<file path="config.mk">
export PLATFORM = sky130hd
export DESIGN_NAME = time_uart_tx
export DESIGN_NICKNAME = d
export VERILOG_FILES = /design/src/rtl/time_uart_pkg.sv /design/src/rtl/uart_byte_tx.sv /design/src/rtl/time_uart_tx.sv
export SDC_FILE = /design/constraint.sdc
export NUM_CORES = 1
export LEC_CHECK = 0
export CAP_MARGIN = 25
export CORE_MARGIN = 1.5
export CORE_UTILIZATION = 31
export CTS_CLUSTER_DIAMETER = 200
export DETAILED_ROUTE_END_ITERATION = 10
export GPL_ROUTABILITY_DRIVEN = 0
export PLACE_DENSITY = 0.57
export SLEW_MARGIN = 5
export SYNTH_ARGS = -nofsm -noshare
export SYNTH_HDL_FRONTEND = slang
export SYNTH_HIERARCHICAL = 1
export SYNTH_SLANG_ARGS = --single-unit
</file>
<file path="constraint.sdc">
create_clock -name clk -period 3.7 [get_ports clk]
set_input_delay 1.11 -clock clk [delete_from_list [all_inputs] [get_ports clk]]
set_output_delay 1.11 -clock clk [all_outputs]
set_load 0.005 [all_outputs]
</file>
<file path="src/rtl/time_uart_pkg.sv">
// Shared constants, sequencer states, snapshot layout and BCD-to-ASCII helper
// for the time-of-day UART transmitter.
package time_uart_pkg;

  localparam logic [7:0] ZERO  = 8'h30;
  localparam logic [7:0] COLON = 8'h3A;
  localparam logic [7:0] QMARK = 8'h3F;
  localparam logic [7:0] CR    = 8'h0D;
  localparam logic [7:0] LF    = 8'h0A;

  localparam int unsigned FRAME_LEN = 10;
  localparam int unsigned IDX_W     = 4;

  typedef enum logic [1:0] {IDLE, START, DATA, STOP} seq_state_e;

  typedef struct packed {
    logic [1:0] hr_high;
    logic [3:0] hr_low;
    logic [2:0] min_high;
    logic [3:0] min_low;
    logic [2:0] sec_high;
    logic [3:0] sec_low;
  } time_snap_t;

  // Digits above 9 are not valid BCD and go out as '?'.
  function automatic logic [7:0] bcd_to_ascii(input logic [3:0] v);
    return (v > 4'd9) ? QMARK : 8'(ZERO + {4'b0000, v});
  endfunction

endpackage

</file>
<file path="src/rtl/uart_byte_tx.sv">
// 8N1 single-byte serializer; a start request in the last stop-bit cycle
// chains the next byte with no idle gap.
module uart_byte_tx
  import time_uart_pkg::*;
#(
  parameter int unsigned DIV = 10
) (
  input  logic       clk,
  input  logic       rst,
  input  logic       start,
  input  logic [7:0] data,
  output logic       tx,
  output logic       ready
);

  localparam int unsigned     CNT_W    = (DIV > 1) ? $clog2(DIV) : 1;
  localparam logic [CNT_W-1:0] CNT_LAST = CNT_W'(DIV - 1);

  seq_state_e       state_q, state_d;
  logic [CNT_W-1:0] cnt_q, cnt_d;
  logic [2:0]       bit_q, bit_d;
  logic [7:0]       shift_q, shift_d;
  logic             tx_q, tx_d;
  logic             bit_end;

  assign bit_end = (cnt_q == CNT_LAST);
  assign ready   = (state_q == IDLE) || ((state_q == STOP) && bit_end);
  assign tx      = tx_q;

  always_ff @(posedge clk) begin
    if (rst) begin
      state_q <= IDLE;
      cnt_q   <= '0;
      bit_q   <= '0;
      shift_q <= '0;
      tx_q    <= 1'b1;
    end else begin
      state_q <= state_d;
      cnt_q   <= cnt_d;
      bit_q   <= bit_d;
      shift_q <= shift_d;
      tx_q    <= tx_d;
    end
  end

  always_comb begin
    state_d = state_q;
    cnt_d   = cnt_q;
    bit_d   = bit_q;
    shift_d = shift_q;
    tx_d    = tx_q;
    if (state_q != IDLE) begin
      cnt_d = bit_end ? '0 : cnt_q + CNT_W'(1);
    end
    case (state_q)
      IDLE: begin
        if (start) begin
          state_d = START;
          tx_d    = 1'b0;
          shift_d = data;
          cnt_d   = '0;
        end
      end
      START: begin
        if (bit_end) begin
          state_d = DATA;
          tx_d    = shift_q[0];
          bit_d   = '0;
        end
      end
      DATA: begin
        if (bit_end) begin
          if (bit_q == 3'd7) begin
            state_d = STOP;
            tx_d    = 1'b1;
          end else begin
            bit_d   = bit_q + 3'd1;
            shift_d = {1'b0, shift_q[7:1]};
            tx_d    = shift_q[1];
          end
        end
      end
      STOP: begin
        if (bit_end) begin
          if (start) begin
            state_d = START;
            tx_d    = 1'b0;
            shift_d = data;
          end else begin
            state_d = IDLE;
          end
        end
      end
      default: state_d = IDLE;
    endcase
  end

endmodule

</file>
<file path="src/rtl/time_uart_tx.sv">
// Snapshots the BCD time on request and streams "HH:MM:SS\r\n" over a UART line.
module time_uart_tx
  import time_uart_pkg::*;
#(
  parameter int unsigned CLK_HZ = 50_000_000,
  parameter int unsigned BAUD   = 115200
) (
  input  logic       clk,
  input  logic       rst,
  input  logic       send,
  input  logic [3:0] sec_low_bcd,
  input  logic [2:0] sec_high_bcd,
  input  logic [3:0] min_low_bcd,
  input  logic [2:0] min_high_bcd,
  input  logic [3:0] hr_low_bcd,
  input  logic [1:0] hr_high_bcd,
  output logic       tx,
  output logic       busy,
  output logic       done
);

  localparam int unsigned      DIV      = (CLK_HZ + BAUD / 2) / BAUD;
  localparam logic [IDX_W-1:0] IDX_LAST = IDX_W'(FRAME_LEN - 1);

  time_snap_t       snap_q, snap_d, live_c;
  logic [IDX_W-1:0] idx_q, idx_d;
  logic             busy_q, busy_d;
  logic             done_q, done_d;
  logic             ser_start_c, ser_ready_c;
  logic [7:0]       ser_data_c;

  function automatic logic [7:0] frame_byte(input logic [IDX_W-1:0] idx,
                                            input time_snap_t t);
    logic [7:0] b;
    case (idx)
      4'd0:    b = bcd_to_ascii({2'b00, t.hr_high});
      4'd1:    b = bcd_to_ascii(t.hr_low);
      4'd2:    b = COLON;
      4'd3:    b = bcd_to_ascii({1'b0, t.min_high});
      4'd4:    b = bcd_to_ascii(t.min_low);
      4'd5:    b = COLON;
      4'd6:    b = bcd_to_ascii({1'b0, t.sec_high});
      4'd7:    b = bcd_to_ascii(t.sec_low);
      4'd8:    b = CR;
      default: b = LF;
    endcase
    return b;
  endfunction

  assign live_c = {hr_high_bcd, hr_low_bcd, min_high_bcd, min_low_bcd,
                   sec_high_bcd, sec_low_bcd};
  assign busy = busy_q;
  assign done = done_q;

  always_ff @(posedge clk) begin
    if (rst) begin
      snap_q <= '0;
      idx_q  <= '0;
      busy_q <= 1'b0;
      done_q <= 1'b0;
    end else begin
      snap_q <= snap_d;
      idx_q  <= idx_d;
      busy_q <= busy_d;
      done_q <= done_d;
    end
  end

  // The first byte comes straight from the live inputs since the snapshot
  // only becomes visible one cycle after acceptance.
  always_comb begin
    snap_d      = snap_q;
    idx_d       = idx_q;
    busy_d      = busy_q;
    done_d      = 1'b0;
    ser_start_c = 1'b0;
    ser_data_c  = frame_byte(IDX_W'(0), live_c);
    if (!busy_q) begin
      if (send) begin
        snap_d      = live_c;
        idx_d       = '0;
        busy_d      = 1'b1;
        ser_start_c = 1'b1;
      end
    end else if (ser_ready_c) begin
      if (idx_q == IDX_LAST) begin
        idx_d  = '0;
        busy_d = 1'b0;
        done_d = 1'b1;
      end else begin
        idx_d       = idx_q + IDX_W'(1);
        ser_start_c = 1'b1;
        ser_data_c  = frame_byte(idx_q + IDX_W'(1), snap_q);
      end
    end
  end

  uart_byte_tx #(.DIV(DIV)) u_ser (
    .clk   (clk),
    .rst   (rst),
    .start (ser_start_c),
    .data  (ser_data_c),
    .tx    (tx),
    .ready (ser_ready_c)
  );

endmodule

</file>
==> impl_results.html, run 1 <==
<table>
<tr><th>Metric</th><th>Value</th></tr>
<tr><th colspan="2">Place</th></tr>
<tr><td>Sum of net half-perimeters after detailed placement</td><td>4.60 mm</td></tr>
<tr><td>Port bufs</td><td>25</td></tr>
<tr><td>Post-Place Cells</td><td>474</td></tr>
<tr><th colspan="2">Outcome</th></tr>
<tr><td>Outcome</td><td>complete, no violations</td></tr>
<tr><th colspan="2">Clock tree</th></tr>
<tr><td>Clock insertion delay at the later pin of the skew report</td><td>about 0.3 ns</td></tr>
<tr><td>Post-CTS sizing</td><td>0</td></tr>
<tr><td>Longest Clk Path Bufs</td><td>2</td></tr>
<tr><td>Total number of clock tree sinks</td><td>49</td></tr>
<tr><td>H-Tree Depth</td><td>2</td></tr>
<tr><td>Cts-stage hold buffer count</td><td>0</td></tr>
<tr><td>Clock tree from TritonCTS</td><td>built</td></tr>
<tr><td>Total setup buffers inserted after CTS</td><td>0</td></tr>
<tr><td>Cell at the root of the clock tree</td><td>sky130_fd_sc_hd__clkbuf_8</td></tr>
<tr><td>Number of CTS-inserted buffers</td><td>5</td></tr>
<tr><td>Clock-pin transition on the worst setup and hold timing paths</td><td>0.10 ns</td></tr>
<tr><th colspan="2">Floorplanning</th></tr>
<tr><td>Die Outline Area</td><td>9720 um2</td></tr>
<tr><td>Starting density of the core</td><td>32.2%</td></tr>
<tr><td>Die boundary height</td><td>98.6 um</td></tr>
<tr><td>Top-level port count</td><td>26</td></tr>
<tr><td>Number of rows created at floorplan</td><td>34</td></tr>
<tr><td>Die W</td><td>98.6 um</td></tr>
<tr><td>Placeable Area</td><td>8810 um2</td></tr>
<tr><th colspan="2">Setup path</th></tr>
<tr><td>Crit-path max FO</td><td>9</td></tr>
<tr><td>Kind of start point of the critical path</td><td>flop</td></tr>
<tr><td>CP arrival</td><td>about 3.0 ns</td></tr>
<tr><td>Critical-path cell list</td><td>or4b_4, nor2_4, a21o_1, nand3_2, nand2_1, nand2b_1, o2111ai_1, a221oi_1</td></tr>
<tr><td>Sort of element at the end of the critical path</td><td>flop</td></tr>
<tr><td>Startpoint-to-endpoint class of the critical path</td><td>flop to flop</td></tr>
<tr><td>Critical Path RT</td><td>between 3 and 4 ns</td></tr>
<tr><td>Library cell contributing the largest single delay on the critical path</td><td>sky130_fd_sc_hd__or4b_4</td></tr>
<tr><td>Longest individual stage delay on the worst path</td><td>0.63 ns</td></tr>
<tr><th colspan="2">GRT</th></tr>
<tr><td>Overflow after GRT</td><td>0</td></tr>
<tr><td>Maximum number of pins on one net before global-route repair</td><td>50</td></tr>
<tr><td>GRT Resource Usage Total</td><td>14.0%</td></tr>
<tr><td>Initial antenna violation count</td><td>0</td></tr>
<tr><td>Global-route wire length before repair</td><td>between 10 and 15 mm</td></tr>
<tr><td>Via count of the first global-routing pass</td><td>2,427</td></tr>
<tr><th colspan="2">Timing</th></tr>
<tr><td>Total negative setup slack</td><td>0 ns</td></tr>
<tr><td>Worst slew slack as a fraction of its limit</td><td>41.8%</td></tr>
<tr><td>Number of pins exceeding their max-slew limit in the final report</td><td>0</td></tr>
<tr><td>Final Hold Viols</td><td>0</td></tr>
<tr><td>Number of setup violations in the final report</td><td>0</td></tr>
<tr><td>Post-Route Skew</td><td>0.0158 ns</td></tr>
<tr><td>Setup repair after global routing missed its margin</td><td>false</td></tr>
<tr><td>Upper clock frequency limit</td><td>0.359 GHz</td></tr>
<tr><td>Share of the clock period used by the worst path after layout</td><td>75.2%</td></tr>
<tr><td>Transition at the pin with the smallest max-transition slack</td><td>0.873 ns</td></tr>
<tr><td>Minimum period implied by the final worst setup slack</td><td>approximately 2.8 ns</td></tr>
<tr><th colspan="2">Power and ir drop</th></tr>
<tr><td>Static leakage power</td><td>1.16 nW</td></tr>
<tr><td>Overall Power</td><td>1.62 mW</td></tr>
<tr><td>Highest ir drop seen on vdd</td><td>0.213 mV</td></tr>
<tr><td>Power per unit of standard cell area</td><td>roughly 500 nW/um2</td></tr>
<tr><th colspan="2">Logic synthesis</th></tr>
<tr><td>Synthesis-stage register bit count</td><td>49</td></tr>
<tr><td>Leading cell type by number of instances after synthesis</td><td>sky130_fd_sc_hd__nand2_1</td></tr>
<tr><td>Unique cell type count in the Yosys netlist</td><td>65</td></tr>
<tr><td>Area share of the largest cell type after synthesis</td><td>34.6%</td></tr>
<tr><td>Proportion of register bits with asynchronous set or reset after synthesis</td><td>0%</td></tr>
<tr><td>Number of cells produced by synthesis</td><td>between 300 and 400</td></tr>
<tr><td>Cell types with the largest area share after synthesis</td><td>sky130_fd_sc_hd__dfxtp_1 35%, sky130_fd_sc_hd__nand2_1 7.9%, sky130_fd_sc_hd__a21oi_1 6.9%, sky130_fd_sc_hd__ha_1 5.3%, sky130_fd_sc_hd__nor2_1 3.2%</td></tr>
<tr><td>Commonest register cell after synthesis</td><td>sky130_fd_sc_hd__dfxtp_1</td></tr>
<tr><td>Number of flops mapped to enable cells by yosys</td><td>0</td></tr>
<tr><td>Sequential fraction of the synthesis area</td><td>roughly a third</td></tr>
<tr><td>Cell Area, Synth</td><td>2830 um2</td></tr>
<tr><td>Leading area contributor after synthesis</td><td>sky130_fd_sc_hd__dfxtp_1</td></tr>
<tr><td>Post-synth top cells</td><td>60 x sky130_fd_sc_hd__nand2_1, 49 x sky130_fd_sc_hd__dfxtp_1, 39 x sky130_fd_sc_hd__a21oi_1, 24 x sky130_fd_sc_hd__nor2_1, 16 x sky130_fd_sc_hd__inv_1</td></tr>
<tr><td>Avg Inst Size Synth</td><td>7.89 um2</td></tr>
<tr><td>Number of synthesis warnings</td><td>6</td></tr>
<tr><th colspan="2">Layout</th></tr>
<tr><td>Ratio of cells with drive above 1 in the final layout</td><td>about 6.1%</td></tr>
<tr><td>Antenna Cells</td><td>0</td></tr>
<tr><td>Final cell count without fillers</td><td>482</td></tr>
<tr><td>Layout Nets</td><td>between 400 and 500</td></tr>
<tr><td>P&amp;R area growth vs syn</td><td>12.9%</td></tr>
<tr><th colspan="2">Drt</th></tr>
<tr><td># DRC</td><td>0</td></tr>
<tr><td>DR pass1 iterations</td><td>6</td></tr>
<tr><td>Vias per inst</td><td>5.41</td></tr>
<tr><td>Total vias in the final route</td><td>around 2,600</td></tr>
<tr><td>Average routed wire per standard cell</td><td>13.5 um</td></tr>
<tr><td>Final wirelength</td><td>around 6.5 mm</td></tr>
<tr><td>Number of violations reported at the end of detailed-routing iteration 0</td><td>between 200 and 250</td></tr>
<tr><td>Number of nets still failing antenna checks after routing</td><td>0</td></tr>
<tr><th colspan="2">Flow run</th></tr>
<tr><td>MaxCap Viol Count</td><td>0</td></tr>
<tr><th colspan="2">Hold path</th></tr>
<tr><td>Class of the most critical hold timing path</td><td>flop to flop</td></tr>
</table>
==> where the power goes <==
part	internal (mW)	switching, mW	leakage (nW)
clock network	0.135	0.185	0.0456
registers	0.605	0.0630	0.401
logic	0.251	0.378	0.715
==> cell families (layout without fill, tap and decap cells) <==
kind of cell / Yosys count / in the layout / synth area share [%]
fa+ha+maj: 12 / 12 / 5.30
buf+inv: 38 / 52 / 6.45
simple gates: 130 / 130 / 22.4
mux: 1 / 1 / 0.353
other cells: 1 / 2 / 0.132
flops: 49 / 49 / 34.6
compound gates: 128 / 128 / 30.8
==> routing by layer <==
layer  GRT usage, %  wire (um)  vias up
met4           4.18         80        0
met5              0          0        -
li1               -          -     1343
met2           22.8       2930       67
met3           2.06        294        6
met1           19.2       3210     1190
==> critical path: cells and delay by family (launching register included) <==
| family | cells | cell delay (ns) |
|---|---|---|
| AO/OA/AOI/OAI | 3 | 0.66 |
| AND/OR/NAND/NOR | 5 | 1.66 |
| flip-flops | 1 | 0.38 |
==> per-stage QoR <==
stage | hold WS [ns] | utilization (%) | setup WS [ns] | instance area, um2
after floorplan | 0.433 | - | 1.26 | 2840
after global placement | 0.447 | 35.4 | 0.873 | 3110
after detailed placement | 0.449 | 35.4 | 0.849 | 3110
after CTS | 0.463 | 36.3 | 0.947 | 3200
after global routing | 0.483 | 36.3 | 0.646 | 3200
final | 0.460 | 36.3 | 0.918 | 3200
==> worst paths after layout <==
path | cells after the start | slack, ns | endpoint | from
min reg2reg | 2 | 0.46 | snap_q[0] | snap_q[0]
min | 2 | 0.46 | snap_q[0] | snap_q[0]
max | 8 | 0.92 | u_ser/state_q[0] | u_ser/cnt_q[2]
max reg2reg | 8 | 0.92 | u_ser/state_q[0] | u_ser/cnt_q[2]
==> sequential cells by signal, indices dropped and copies added (netlist names) <==
signal / count
u_ser/cnt_q: 9
snap_q: 20
done: 1
u_ser/bit_q: 3
u_ser/shift_q: 8
idx_q: 4
busy: 1
u_ser/tx: 1
u_ser/state_q: 2
==> cell usage in the layout, fill, tap and decap left out, types with 3 or more instances in the layout <==
cell type                          n
sky130_fd_sc_hd__nand3_1           6
sky130_fd_sc_hd__o21a_1            3
sky130_fd_sc_hd__o21ai_1           3
sky130_fd_sc_hd__nand2b_1          4
sky130_fd_sc_hd__ha_1             12
sky130_fd_sc_hd__clkdlybuf4s50_1  24
sky130_fd_sc_hd__nor2_1           24
sky130_fd_sc_hd__o22ai_1           9
sky130_fd_sc_hd__a22oi_1           4
sky130_fd_sc_hd__a311oi_1          5
sky130_fd_sc_hd__o21ai_0          12
sky130_fd_sc_hd__clkbuf_8          5
sky130_fd_sc_hd__inv_1            16
sky130_fd_sc_hd__a31oi_1           5
sky130_fd_sc_hd__nor2b_1           5
sky130_fd_sc_hd__a21oi_1          39
sky130_fd_sc_hd__nor3_1            9
sky130_fd_sc_hd__a221oi_1          9
sky130_fd_sc_hd__nand3b_1          3
sky130_fd_sc_hd__a211oi_1          3
sky130_fd_sc_hd__a21o_1            9
sky130_fd_sc_hd__nand2_1          60
sky130_fd_sc_hd__dfxtp_1          49
==> final cells by class <==
cell class	instances	area (um2)
fillers	925	5610
multi-input cells	273	1670
flip-flops and latches	49	981
repair buffers	27	260
well taps	108	135
clock buffers	6	72.6
inverters	17	63.8
clock inverters	2	13.8
Power figures use the tool's default switching activity.
==> run 2: changes to the inputs <==
PLACE_DENSITY = 0.59   (was 0.57)
clock period = 2.5 ns   (was 3.7 ns; I/O delays follow)
==> impl_results.html, run 2 (synthesis results as in run 1) <==
<table>
<tr><th>Metric</th><th>Value</th></tr>
<tr><th colspan="2">Outcome</th></tr>
<tr><td>Outcome</td><td>complete, no violations</td></tr>
<tr><th colspan="2">Layout</th></tr>
<tr><td>Fill cell total of the finished layout</td><td>896 (-3.1%)</td></tr>
<tr><td>Final cell count without fillers</td><td>497 (+3.1%)</td></tr>
<tr><td>Most common cell after layout, fill and taps aside</td><td>sky130_fd_sc_hd__nand2_1</td></tr>
<tr><td>Largest registers</td><td>snap_q x20, u_ser/cnt_q x9, u_ser/shift_q x8</td></tr>
<tr><td>Antenna Cells</td><td>0 (unchanged)</td></tr>
<tr><td>Ratio of cells with drive above 1 in the final layout</td><td>10.8% (+4.6 points)</td></tr>
<tr><td>Layout Nets</td><td>424 (+3.9%)</td></tr>
<tr><td>Core utilization of the finished layout</td><td>38.0% (+1.7 points)</td></tr>
<tr><td>Most frequent cells in the layout</td><td>59 x sky130_fd_sc_hd__nand2_1, 48 x sky130_fd_sc_hd__dfxtp_1, 39 x sky130_fd_sc_hd__a21oi_1, 24 x sky130_fd_sc_hd__nor2_1, 24 x sky130_fd_sc_hd__clkdlybuf4s50_1</td></tr>
<tr><td>Largest register FFs</td><td>20 (unchanged)</td></tr>
<tr><td>Register with the highest flop count</td><td>snap_q</td></tr>
<tr><td>P&amp;R area growth vs syn</td><td>18.1%</td></tr>
<tr><th colspan="2">Floorplanning</th></tr>
<tr><td>Top-level port count</td><td>26 (unchanged)</td></tr>
<tr><td>Placeable Area</td><td>8810 um2 (unchanged)</td></tr>
<tr><td>Die boundary height</td><td>98.6 um (unchanged)</td></tr>
<tr><td>Die W</td><td>98.6 um (unchanged)</td></tr>
<tr><td>Number of rows created at floorplan</td><td>34 (unchanged)</td></tr>
<tr><td>Starting density of the core</td><td>32.2% (unchanged)</td></tr>
<tr><td>Die Outline Area</td><td>9720 um2 (unchanged)</td></tr>
<tr><th colspan="2">GRT</th></tr>
<tr><td>Initial antenna violation count</td><td>0 (unchanged)</td></tr>
<tr><td>Overflow after GRT</td><td>0 (unchanged)</td></tr>
<tr><td>Via count of the first global-routing pass</td><td>2,511 (+3.5%)</td></tr>
<tr><td>Maximum number of pins on one net before global-route repair</td><td>28 (-44%)</td></tr>
<tr><td>GRT Resource Usage Total</td><td>15.0% (+1.0 points)</td></tr>
<tr><td>Global-route wire length before repair</td><td>12.0 mm (+6.4%)</td></tr>
<tr><th colspan="2">Setup path</th></tr>
<tr><td>Critical Path RT</td><td>2.69 ns (-1.23 ns)</td></tr>
<tr><td>Crit-path max FO</td><td>6 (-3)</td></tr>
<tr><td>Critical path launch point</td><td>u_ser/cnt_q[3]</td></tr>
<tr><td>Startpoint-to-endpoint class of the critical path</td><td>flop to flop</td></tr>
<tr><td>Worst R2R Path Depth</td><td>9 (+1)</td></tr>
<tr><td>Internal reg-to-reg setup slack</td><td>0.18 ns (-0.74 ns)</td></tr>
<tr><td>Kind of start point of the critical path</td><td>flop</td></tr>
<tr><td>End of the critical path</td><td>u_ser/shift_q[1]</td></tr>
<tr><td>Critical R2R Launch</td><td>u_ser/cnt_q[3]</td></tr>
<tr><td>Reg2reg end</td><td>u_ser/shift_q[1]</td></tr>
<tr><td>Sort of element at the end of the critical path</td><td>flop</td></tr>
<tr><td>CP arrival</td><td>2.50 ns (-0.50 ns)</td></tr>
<tr><th colspan="2">Clock tree</th></tr>
<tr><td>Clock tree from TritonCTS</td><td>built</td></tr>
<tr><td>H-Tree Depth</td><td>2 (unchanged)</td></tr>
<tr><td>Clock insertion delay at the later pin of the skew report</td><td>0.31 ns (about the same)</td></tr>
<tr><td>Total number of clock tree sinks</td><td>49 (unchanged)</td></tr>
<tr><td>Cell at the root of the clock tree</td><td>sky130_fd_sc_hd__clkbuf_8</td></tr>
<tr><td>Clock-pin transition on the worst setup and hold timing paths</td><td>0.09 ns (about the same)</td></tr>
<tr><td>Number of CTS-inserted buffers</td><td>5 (unchanged)</td></tr>
<tr><td>Longest Clk Path Bufs</td><td>2 (unchanged)</td></tr>
<tr><th colspan="2">Timing</th></tr>
<tr><td>Final Hold Viols</td><td>0 (unchanged)</td></tr>
<tr><td>Worst slew slack as a fraction of its limit</td><td>58.3% (+17 points)</td></tr>
<tr><td>Minimum period implied by the final worst setup slack</td><td>2.32 ns (-0.465 ns)</td></tr>
<tr><td>Transition at the pin with the smallest max-transition slack</td><td>0.625 ns (-0.248 ns)</td></tr>
<tr><td>Number of pins exceeding their max-slew limit in the final report</td><td>0 (unchanged)</td></tr>
<tr><td>Number of setup violations in the final report</td><td>0 (unchanged)</td></tr>
<tr><td>Upper clock frequency limit</td><td>0.432 GHz (+20%)</td></tr>
<tr><td>Post-Route Skew</td><td>0.00572 ns (-0.0100 ns)</td></tr>
<tr><td>Setup repair after global routing missed its margin</td><td>false</td></tr>
<tr><td>Share of the clock period used by the worst path after layout</td><td>92.7% (+17 points)</td></tr>
<tr><td>Total negative setup slack</td><td>0 ns (unchanged)</td></tr>
<tr><th colspan="2">Flow run</th></tr>
<tr><td>MaxCap Viol Count</td><td>0 (unchanged)</td></tr>
<tr><th colspan="2">Hold path</th></tr>
<tr><td>Class of the most critical hold timing path</td><td>flop to flop</td></tr>
<tr><td>Number of instances on the worst hold path</td><td>2 (unchanged)</td></tr>
<tr><th colspan="2">Drt</th></tr>
<tr><td>Average routed wire per standard cell</td><td>14.0 um (+3.4%)</td></tr>
<tr><td>Total vias in the final route</td><td>2,681 (+2.9%)</td></tr>
<tr><td>DR pass1 iterations</td><td>7 (+1)</td></tr>
<tr><td>Final wirelength</td><td>6.94 mm (+6.6%)</td></tr>
<tr><td>Number of violations reported at the end of detailed-routing iteration 0</td><td>217 (+6.4%)</td></tr>
<tr><td>Number of nets still failing antenna checks after routing</td><td>0 (unchanged)</td></tr>
<tr><td>Vias per inst</td><td>5.39 (-0.23%)</td></tr>
<tr><td># DRC</td><td>0 (unchanged)</td></tr>
<tr><th colspan="2">Power and ir drop</th></tr>
<tr><td>Static leakage power</td><td>1.25 nW (+7.8%)</td></tr>
<tr><td>Power per unit of standard cell area</td><td>768 nW/um2 (+52%)</td></tr>
<tr><td>Highest ir drop seen on vdd</td><td>0.220 mV (+3.5%)</td></tr>
<tr><th colspan="2">Place</th></tr>
<tr><td>Port bufs</td><td>25 (unchanged)</td></tr>
<tr><td>Sum of net half-perimeters after detailed placement</td><td>4.86 mm (+5.7%)</td></tr>
<tr><td>Post-Place Cells</td><td>489 (+3.2%)</td></tr>
</table>
## run 2: critical path, stage by stage, from the launching register on
cell and delay (ns):
sky130_fd_sc_hd__dfxtp_2 0.35, sky130_fd_sc_hd__or4b_4 0.54, sky130_fd_sc_hd__nor2_4 0.13, sky130_fd_sc_hd__a21o_1 0.18, sky130_fd_sc_hd__nand3_2 0.12, sky130_fd_sc_hd__a221oi_2 0.22, sky130_fd_sc_hd__o21ai_1 0.10, sky130_fd_sc_hd__o32a_1 0.33
sky130_fd_sc_hd__o22ai_1 0.13, sky130_fd_sc_hd__a221oi_1 0.09
## run 2: power breakdown
| group | leakage, nW | switching [mW] | internal [mW] |
|---|---|---|---|
| combinational | 0.797 | 0.591 | 0.429 |
| clock | 0.0540 | 0.272 | 0.291 |
| sequential | 0.401 | 0.0923 | 0.895 |
| total | 1.25 | 0.956 | 1.62 |
## run 2: area by class of cell
cell class / instances / area, um2 / share of cell area (%)
clock buffer: 5 / 68.8 / 2.06
clock inverter: 2 / 35.0 / 1.05
inverter: 17 / 63.8 / 1.91
multi-input combinational: 273 / 1680 / 50.2
sequential: 49 / 982 / 29.3
tap: 108 / 135 / 4.04
timing repair buffer: 43 / 380 / 11.4
## run 2: worst min-delay path by stage
stage / start / to / slack [ns]
6_report: snap_q[19] / snap_q[19] / 0.47
2_1_floorplan: snap_q[0] / snap_q[0] / 0.43
3_5_place_dp: snap_q[19] / snap_q[19] / 0.45
4_1_cts: snap_q[19] / snap_q[19] / 0.47
3_3_place_gp: snap_q[19] / snap_q[19] / 0.45
5_1_grt: snap_q[19] / snap_q[19] / 0.49
## run 2: layer usage
| layer | part of all wire (%) | global-route usage (%) | vias to the layer above |
|---|---|---|---|
| met5 | 0 | 0 | - |
| met4 | 1.4 | 4.73 | 0 |
| met3 | 6.0 | 2.70 | 9 |
| met2 | 44 | 23.2 | 73 |
| met1 | 49 | 21.2 | 1235 |
| li1 | - | - | 1364 |
## run 2: through the flow
step                      power (mW)  instance area, um2  setup slack (ns)  hold WS, ns
after global routing            2.77                3350            0.0134        0.490
after CTS                       2.56                3330            0.0457        0.467
after global placement          1.98                3230             0.139        0.451
after detailed placement        1.99                3230            0.0659        0.453
final                           2.57                3350             0.183        0.465
after floorplan                 1.72                2840             0.108        0.433
## run 2: repair_timing
action	in CTS	in global routing
hold buffers	0	0
endpoints found under the setup margin	0	8
setup buffers	0	1
gates resized for setup	0	3
